$ cat config.mk
export PLATFORM = sky130hd
export DESIGN_NAME = axis_pkt_fifo
export DESIGN_NICKNAME = d
export VERILOG_FILES = /design/src/rtl/axis_pkg.sv /design/src/rtl/axis_fifo_mem.sv /design/src/rtl/axis_pkt_fifo.sv
export SDC_FILE = /design/constraint.sdc
export NUM_CORES = 1
export LEC_CHECK = 0
export BUFFER_PORTS_ARGS = -buffer_cell sky130_fd_sc_hd__buf_2
export CAP_MARGIN = 20
export CORE_ASPECT_RATIO = 1.2
export CORE_MARGIN = 2
export CORE_UTILIZATION = 61
export CTS_CLUSTER_SIZE = 40
export DETAILED_ROUTE_END_ITERATION = 8
export PLACE_DENSITY_LB_ADDON = 0.25
export SLEW_MARGIN = 20
export SYNTH_ARGS = -nofsm -noshare
export SYNTH_HDL_FRONTEND = slang
export SYNTH_SLANG_ARGS = --single-unit
export TNS_END_PERCENT = 50
$ cat constraint.sdc
create_clock -name aclk -period 7.65 [get_ports aclk]
set_input_delay 0.3825 -clock aclk [delete_from_list [all_inputs] [get_ports aclk]]
set_output_delay 0.3825 -clock aclk [all_outputs]
set_load 0.01 [all_outputs]
$ cat src/rtl/axis_pkg.sv
// Shared definitions for the AXI-Stream packet FIFO: default bus width,
// pointer-width helper and FSM state encoding.
package axis_pkg;

    localparam int AXIS_BUS_WIDTH = 32;

    typedef enum logic {
        ST_FILL = 1'b0,
        ST_DROP = 1'b1
    } pkt_state_e;

    // One extra pointer bit separates full from empty when the indices match.
    function automatic int ptr_width(input int depth);
        return $clog2(depth) + 1;
    endfunction

endpackage

$ cat src/rtl/axis_fifo_mem.sv
// Beat storage for the packet FIFO: one synchronous write port and one
// asynchronous read port, no reset (contents are don't-care until written).
module axis_fifo_mem #(
    parameter int WIDTH = 33,
    parameter int DEPTH = 16,
    parameter int AW    = $clog2(DEPTH)
) (
    input  logic             aclk,
    input  logic             wr_en,
    input  logic [AW-1:0]    wr_addr,
    input  logic [WIDTH-1:0] wr_data,
    input  logic [AW-1:0]    rd_addr,
    output logic [WIDTH-1:0] rd_data
);

    logic [WIDTH-1:0] mem [DEPTH];

    always_ff @(posedge aclk) begin
        if (wr_en) begin
            mem[wr_addr] <= wr_data;
        end
    end

    assign rd_data = mem[rd_addr];

endmodule

$ cat src/rtl/axis_pkt_fifo.sv
// Store-and-forward AXI-Stream packet FIFO: a packet is only presented on the
// master side once its tlast beat is stored; packets larger than DEPTH are dropped.
module axis_pkt_fifo
    import axis_pkg::*;
#(
    parameter int BUS_WIDTH = AXIS_BUS_WIDTH,
    parameter int DEPTH     = 16
) (
    input  logic                        aclk,
    input  logic                        ARESET,
    input  logic [BUS_WIDTH-1:0]        s_tdata,
    input  logic                        s_tvalid,
    input  logic                        s_tlast,
    output logic                        s_tready,
    output logic [BUS_WIDTH-1:0]        m_tdata,
    output logic                        m_tvalid,
    output logic                        m_tlast,
    input  logic                        m_tready,
    output logic [ptr_width(DEPTH)-1:0] pkt_count,
    output logic                        drop_pulse,
    output logic [15:0]                 drop_cnt
);

    localparam int PW = ptr_width(DEPTH);
    localparam int AW = PW - 1;
    localparam logic [PW-1:0] PTR_ONE = PW'(1);

    pkt_state_e state;
    logic [PW-1:0] wr_ptr;
    logic [PW-1:0] rd_ptr;
    logic [PW-1:0] pkt_start;
    logic [BUS_WIDTH:0] rd_word;
    logic full;
    logic s_xfer;
    logic m_xfer;
    logic wr_en;
    logic oversize;
    logic drop_done;
    logic pkt_inc;
    logic pkt_dec;

    assign full = (wr_ptr[AW] != rd_ptr[AW]) && (wr_ptr[AW-1:0] == rd_ptr[AW-1:0]);

    // Full with no complete packet means the in-progress packet can never fit:
    // keep accepting so the oversize beat is swallowed instead of stalling the source.
    assign s_tready = (state == ST_DROP) || !full || (pkt_count == '0);
    assign m_tvalid = (pkt_count != '0);

    assign s_xfer   = s_tvalid && s_tready;
    assign m_xfer   = m_tvalid && m_tready;
    assign oversize = (state == ST_FILL) && full && (pkt_count == '0) && s_tvalid;
    assign wr_en    = (state == ST_FILL) && s_xfer && !full;
    assign pkt_inc  = wr_en && s_tlast;
    assign pkt_dec  = m_xfer && m_tlast;

    assign drop_done = ((state == ST_DROP) && s_xfer && s_tlast) || (oversize && s_tlast);

    assign m_tdata = rd_word[BUS_WIDTH-1:0];
    assign m_tlast = rd_word[BUS_WIDTH];

    axis_fifo_mem #(
        .WIDTH (BUS_WIDTH + 1),
        .DEPTH (DEPTH),
        .AW    (AW)
    ) u_mem (
        .aclk    (aclk),
        .wr_en   (wr_en),
        .wr_addr (wr_ptr[AW-1:0]),
        .wr_data ({s_tlast, s_tdata}),
        .rd_addr (rd_ptr[AW-1:0]),
        .rd_data (rd_word)
    );

    always_ff @(posedge aclk or posedge ARESET) begin
        if (ARESET) begin
            state      <= ST_FILL;
            wr_ptr     <= '0;
            rd_ptr     <= '0;
            pkt_start  <= '0;
            pkt_count  <= '0;
            drop_pulse <= 1'b0;
            drop_cnt   <= '0;
        end else begin
            drop_pulse <= drop_done;
            if (drop_done && (drop_cnt != 16'hFFFF)) begin
                drop_cnt <= drop_cnt + 16'd1;
            end

            if (m_xfer) begin
                rd_ptr <= rd_ptr + PTR_ONE;
            end

            case ({pkt_inc, pkt_dec})
                2'b10:   pkt_count <= pkt_count + PTR_ONE;
                2'b01:   pkt_count <= pkt_count - PTR_ONE;
                default: ;
            endcase

            case (state)
                ST_FILL: begin
                    if (oversize) begin
                        // Rewind discards every stored beat of the oversize packet.
                        wr_ptr <= pkt_start;
                        if (!s_tlast) begin
                            state <= ST_DROP;
                        end
                    end else if (wr_en) begin
                        wr_ptr <= wr_ptr + PTR_ONE;
                        if (s_tlast) begin
                            pkt_start <= wr_ptr + PTR_ONE;
                        end
                    end
                end
                ST_DROP: begin
                    if (s_xfer && s_tlast) begin
                        state <= ST_FILL;
                    end
                end
                default: state <= ST_FILL;
            endcase
        end
    end

endmodule
==> results by group <==
CTS
  • Num CTS Buffers: 52
  • CTS clock-pin slew for the worst setup and hold paths: 0.06 ns
  • CTS sink cnt: about 570
  • Bufs on Longest Clock Path: 3
  • TritonCTS clock tree: yes
  • Clk_lat worst skew: roughly 0.57 ns
  • Clock Root Buffer: clkbuf_16
  • Post-CTS setup buffers: 0
  • CTS HTree Levels: 2

Timing
  • Final period util: 55.9%
  • RSZ-0062 raised after global routing: no
  • Setup-failing EPs final: 0
  • Clock Skew: 0.0102 ns
  • Max Transition Viols Final: 0
  • Worst Slack Setup Final: between 3 and 4 ns
  • FMAX: 234 MHz
  • Hold Vio Cnt, Final: 0
  • Fin crit period: 4.28 ns
  • Slew headroom: 34.5%
  • Worst Max-Slew Pin Slew: ~0.98 ns
  • Setup TNS: 0 ns

Drt
  • Drt wl/cell: approximately 26 um
  • Total Wirelength: between 40000 and 50000 um
  • DR WL met3: 2400 um
  • Max layer used: met5
  • Routed vias: 10651
  • Met2 routed WL: 22400 um
  • DRC viols: 0
  • TritonRoute pass-1 iters: 4
  • First DRT Iteration DRCs: 785
  • ANT nets after route: 0
  • DRT met1 WL: 17400 um
  • Post-DR vias/cell: 6.32

Min path
  • Hold path endpoint: state
  • Hold Startpoint: s_tvalid
  • HP Class: in2reg
  • Hold Crit Depth: 2

Power and ir drop
  • VDD IR max: 0.252 mV
  • Leakage power: 0.00836 uW
  • Pwr dens: ~360 nW/um^2

Synth
  • Warnings, synthesis: 0
  • Post-synth EDFFs: ~530
  • Sequential cell area fraction in the yosys report: 75.4%
  • Syn nets: 1111
  • Mapped cell area: ~22000 sq um
  • Main synth FF type: edfxtp_1
  • Cell variety after synth: 48
  • Syn_area_per_cell: 21.0 sq um
  • Flop and latch count out of synthesis: 566
  • Ys async rst share: 6.71%
  • Post-Syn Instances: 1063

Setup path
  • Type of the worst setup path: reg2out
  • CP Cell Sequence: buf_4 -> buf_4 -> mux4_2 -> nor2b_1 -> a211oi_1 -> a21oi_1 -> buf_2
  • R2r startpoint: rd_ptr[0]
  • Worst EP arrival: 3.90 ns
  • Most common cell on crit path: buf_4
  • R2R Path End: pkt_count[4]
  • CP Max Fanout: 44
  • Critical path's slowest cell: dfrtp_4
  • CP required: just over 7 ns
  • Crit. End Element: output pin
  • Worst path max stage delay: 0.70 ns
  • R2R setup slack: 3.92 ns
  • Reg2Reg Depth: 12
  • CP Launch Type: register

Die
  • # rows: 76
  • Core footprint: 35900 sq um
  • Die width: 179 um
  • Top Ports: 94
  • Die height: 213 um
  • Initial Utilization: 62.0%
  • Die area: between 30000 and 40000 sq um

Global route
  • First-pass GRT wire length: roughly 65000 um
  • GRT Resource Usage Total: 23.3%
  • Antenna violations before repair: 3
  • Overflow after GRT: 0
  • Pin count of the biggest net entering global routing: 78
  • Vias in the first global route: 10858

Status
  • Outcome: completed

Placed design
  • DPL Wire Length: 21500 um
  • DP Area: between 20000 and 25000 sq um
  • GPL Wtd Cong: 0.751
  • Pre-CTS setup slack: 3.86 ns
  • PortBufs: 93

Cells and area
  • Syn-to-layout area delta: 11.9%
  • Area occupied by multi-input gates: 5210 sq um
  • Sequential cell area: 16800 sq um
  • Final Util: 69.4%
  • Fillers: 2217
  • Nets: approximately 1200
  • Finished Cell Area: 25000 sq um
  • Share of cells above drive strength 1: 29.2%

Flow run
  • Maxcap violations: 0
## cells by family after synthesis
kind of cell / synth area share (%)
adders and majority gates: 0.651
AOI/OAI and AO/OA: 2.65
muxes: 15.2
buffers and inverters: 1.46
and+or+nand+nor: 3.35
xor gates and xnor gates: 1.28
DFF: 75.4
## final cells by class
class	instances	area share, %
inverters	15	0.226
repair buffers	116	2.65
clock buffers	62	5.45
clock inverters	29	1.04
diodes	2	0.0201
flip-flops and latches	566	67.4
well taps	468	2.35
multi-input cells	426	20.9
## where the power goes
group / switching, uW / internal [uW]
combinational: 1330 / 1200
sequential: 281 / 3740
clock: 1050 / 1430
total: 2660 / 6360
## state kept, by name (all words and copies together), names as in the netlist
| register | flops |
|---|---|
| state | 1 |
| drop_pulse | 1 |
| pkt_count | 5 |
| pkt_start | 5 |
| rd_ptr | 5 |
| u_mem.mem | 528 |
| wr_ptr | 5 |
| drop_cnt | 16 |
## through the flow
stage / hold WS (ns) / cells / total power, uW
final: 0.0618 / 1684 / 9020
after detailed placement: 0.486 / 1589 / 6630
after CTS: 0.0252 / 1681 / 9120
after global routing: 0.0474 / 1683 / 9450
after floorplan: 0.466 / 1063 / 5890
after global placement: 0.478 / 1589 / 6580
## repair_timing
item                                   in CTS  in global routing
hold buffers                                1                  0
endpoints found under the hold margin      38                  0
gates resized for setup                     0                  0
## worst max-delay path by stage
stage,from,slack (ns),endpoint,cells past startpoint
floorplan,wr_ptr[4],2.38,u_mem.mem[3][0],5
global placement,rd_ptr[0],3.94,pkt_count[4],12
detailed placement,rd_ptr[0],3.86,pkt_count[4],12
CTS,rd_ptr[2],3.36,m_tdata[30],7
finish,rd_ptr[2],3.37,m_tdata[30],7
global route,rd_ptr[0],3.18,m_tdata[3],6
## synthesized netlist by cell type, types with 6 or more instances
cell type,count,area share (%)
inv_1,15,0.25
nand4_1,6,0.17
buf_4,6,0.20
xnor2_1,9,0.35
xor2_1,20,0.79
a21oi_1,42,0.94
mux4_2,132,13
ha_1,10,0.56
edfxtp_1,528,71
nor3_1,7,0.16
dfrtp_1,38,4.3
and3_1,15,0.42
mux2i_1,38,1.7
nor2b_1,36,1.0
nand2_1,12,0.20
a211oi_1,32,1.1
nor2_1,8,0.13
clkbuf_1,27,0.45
nor4_1,6,0.17
buf_2,16,0.36
nand3_1,8,0.18
o21ai_0,6,0.13
## cells in the final DEF, fill, tap and decap left out, drive strengths merged, types with 4 or more instances in the layout
| master | Yosys | routed |
|---|---|---|
| o21ai | 6 | 6 |
| nand4 | 7 | 7 |
| clkbuf | 28 | 62 |
| ha | 10 | 10 |
| nor2 | 11 | 11 |
| mux4 | 132 | 132 |
| bufinv | 0 | 5 |
| mux2 | 4 | 4 |
| nor3 | 11 | 11 |
| xnor2 | 9 | 9 |
| and2 | 5 | 5 |
| buf | 28 | 115 |
| nand3 | 8 | 8 |
| nor4 | 9 | 9 |
| nand2 | 12 | 12 |
| a21oi | 42 | 42 |
| and3 | 15 | 15 |
| edfxtp | 528 | 528 |
| mux2i | 38 | 38 |
| inv | 15 | 15 |
| xor2 | 22 | 22 |
| clkinv | 0 | 21 |
| nor2b | 36 | 36 |
| a211oi | 33 | 33 |
| dfrtp | 38 | 38 |
## routing by layer
metal  global-route usage (%)  vias up
li1                         -     4609
met1                     32.3     5630
met2                     39.6      355
met3                     3.48       55
met4                     5.94        2
met5                        0        -
## critical path, delay by kind of cell, from the launching register on
| family | cells | cell delay (ns) |
|---|---|---|
| and+or+nand+nor | 1 | 0.15 |
| DFF | 1 | 0.70 |
| AOI/OAI and AO/OA | 2 | 0.47 |
| muxes | 1 | 0.40 |
| buffers and inverters | 3 | 1.50 |
No activity file was read; power rests on OpenSTA's default activity.
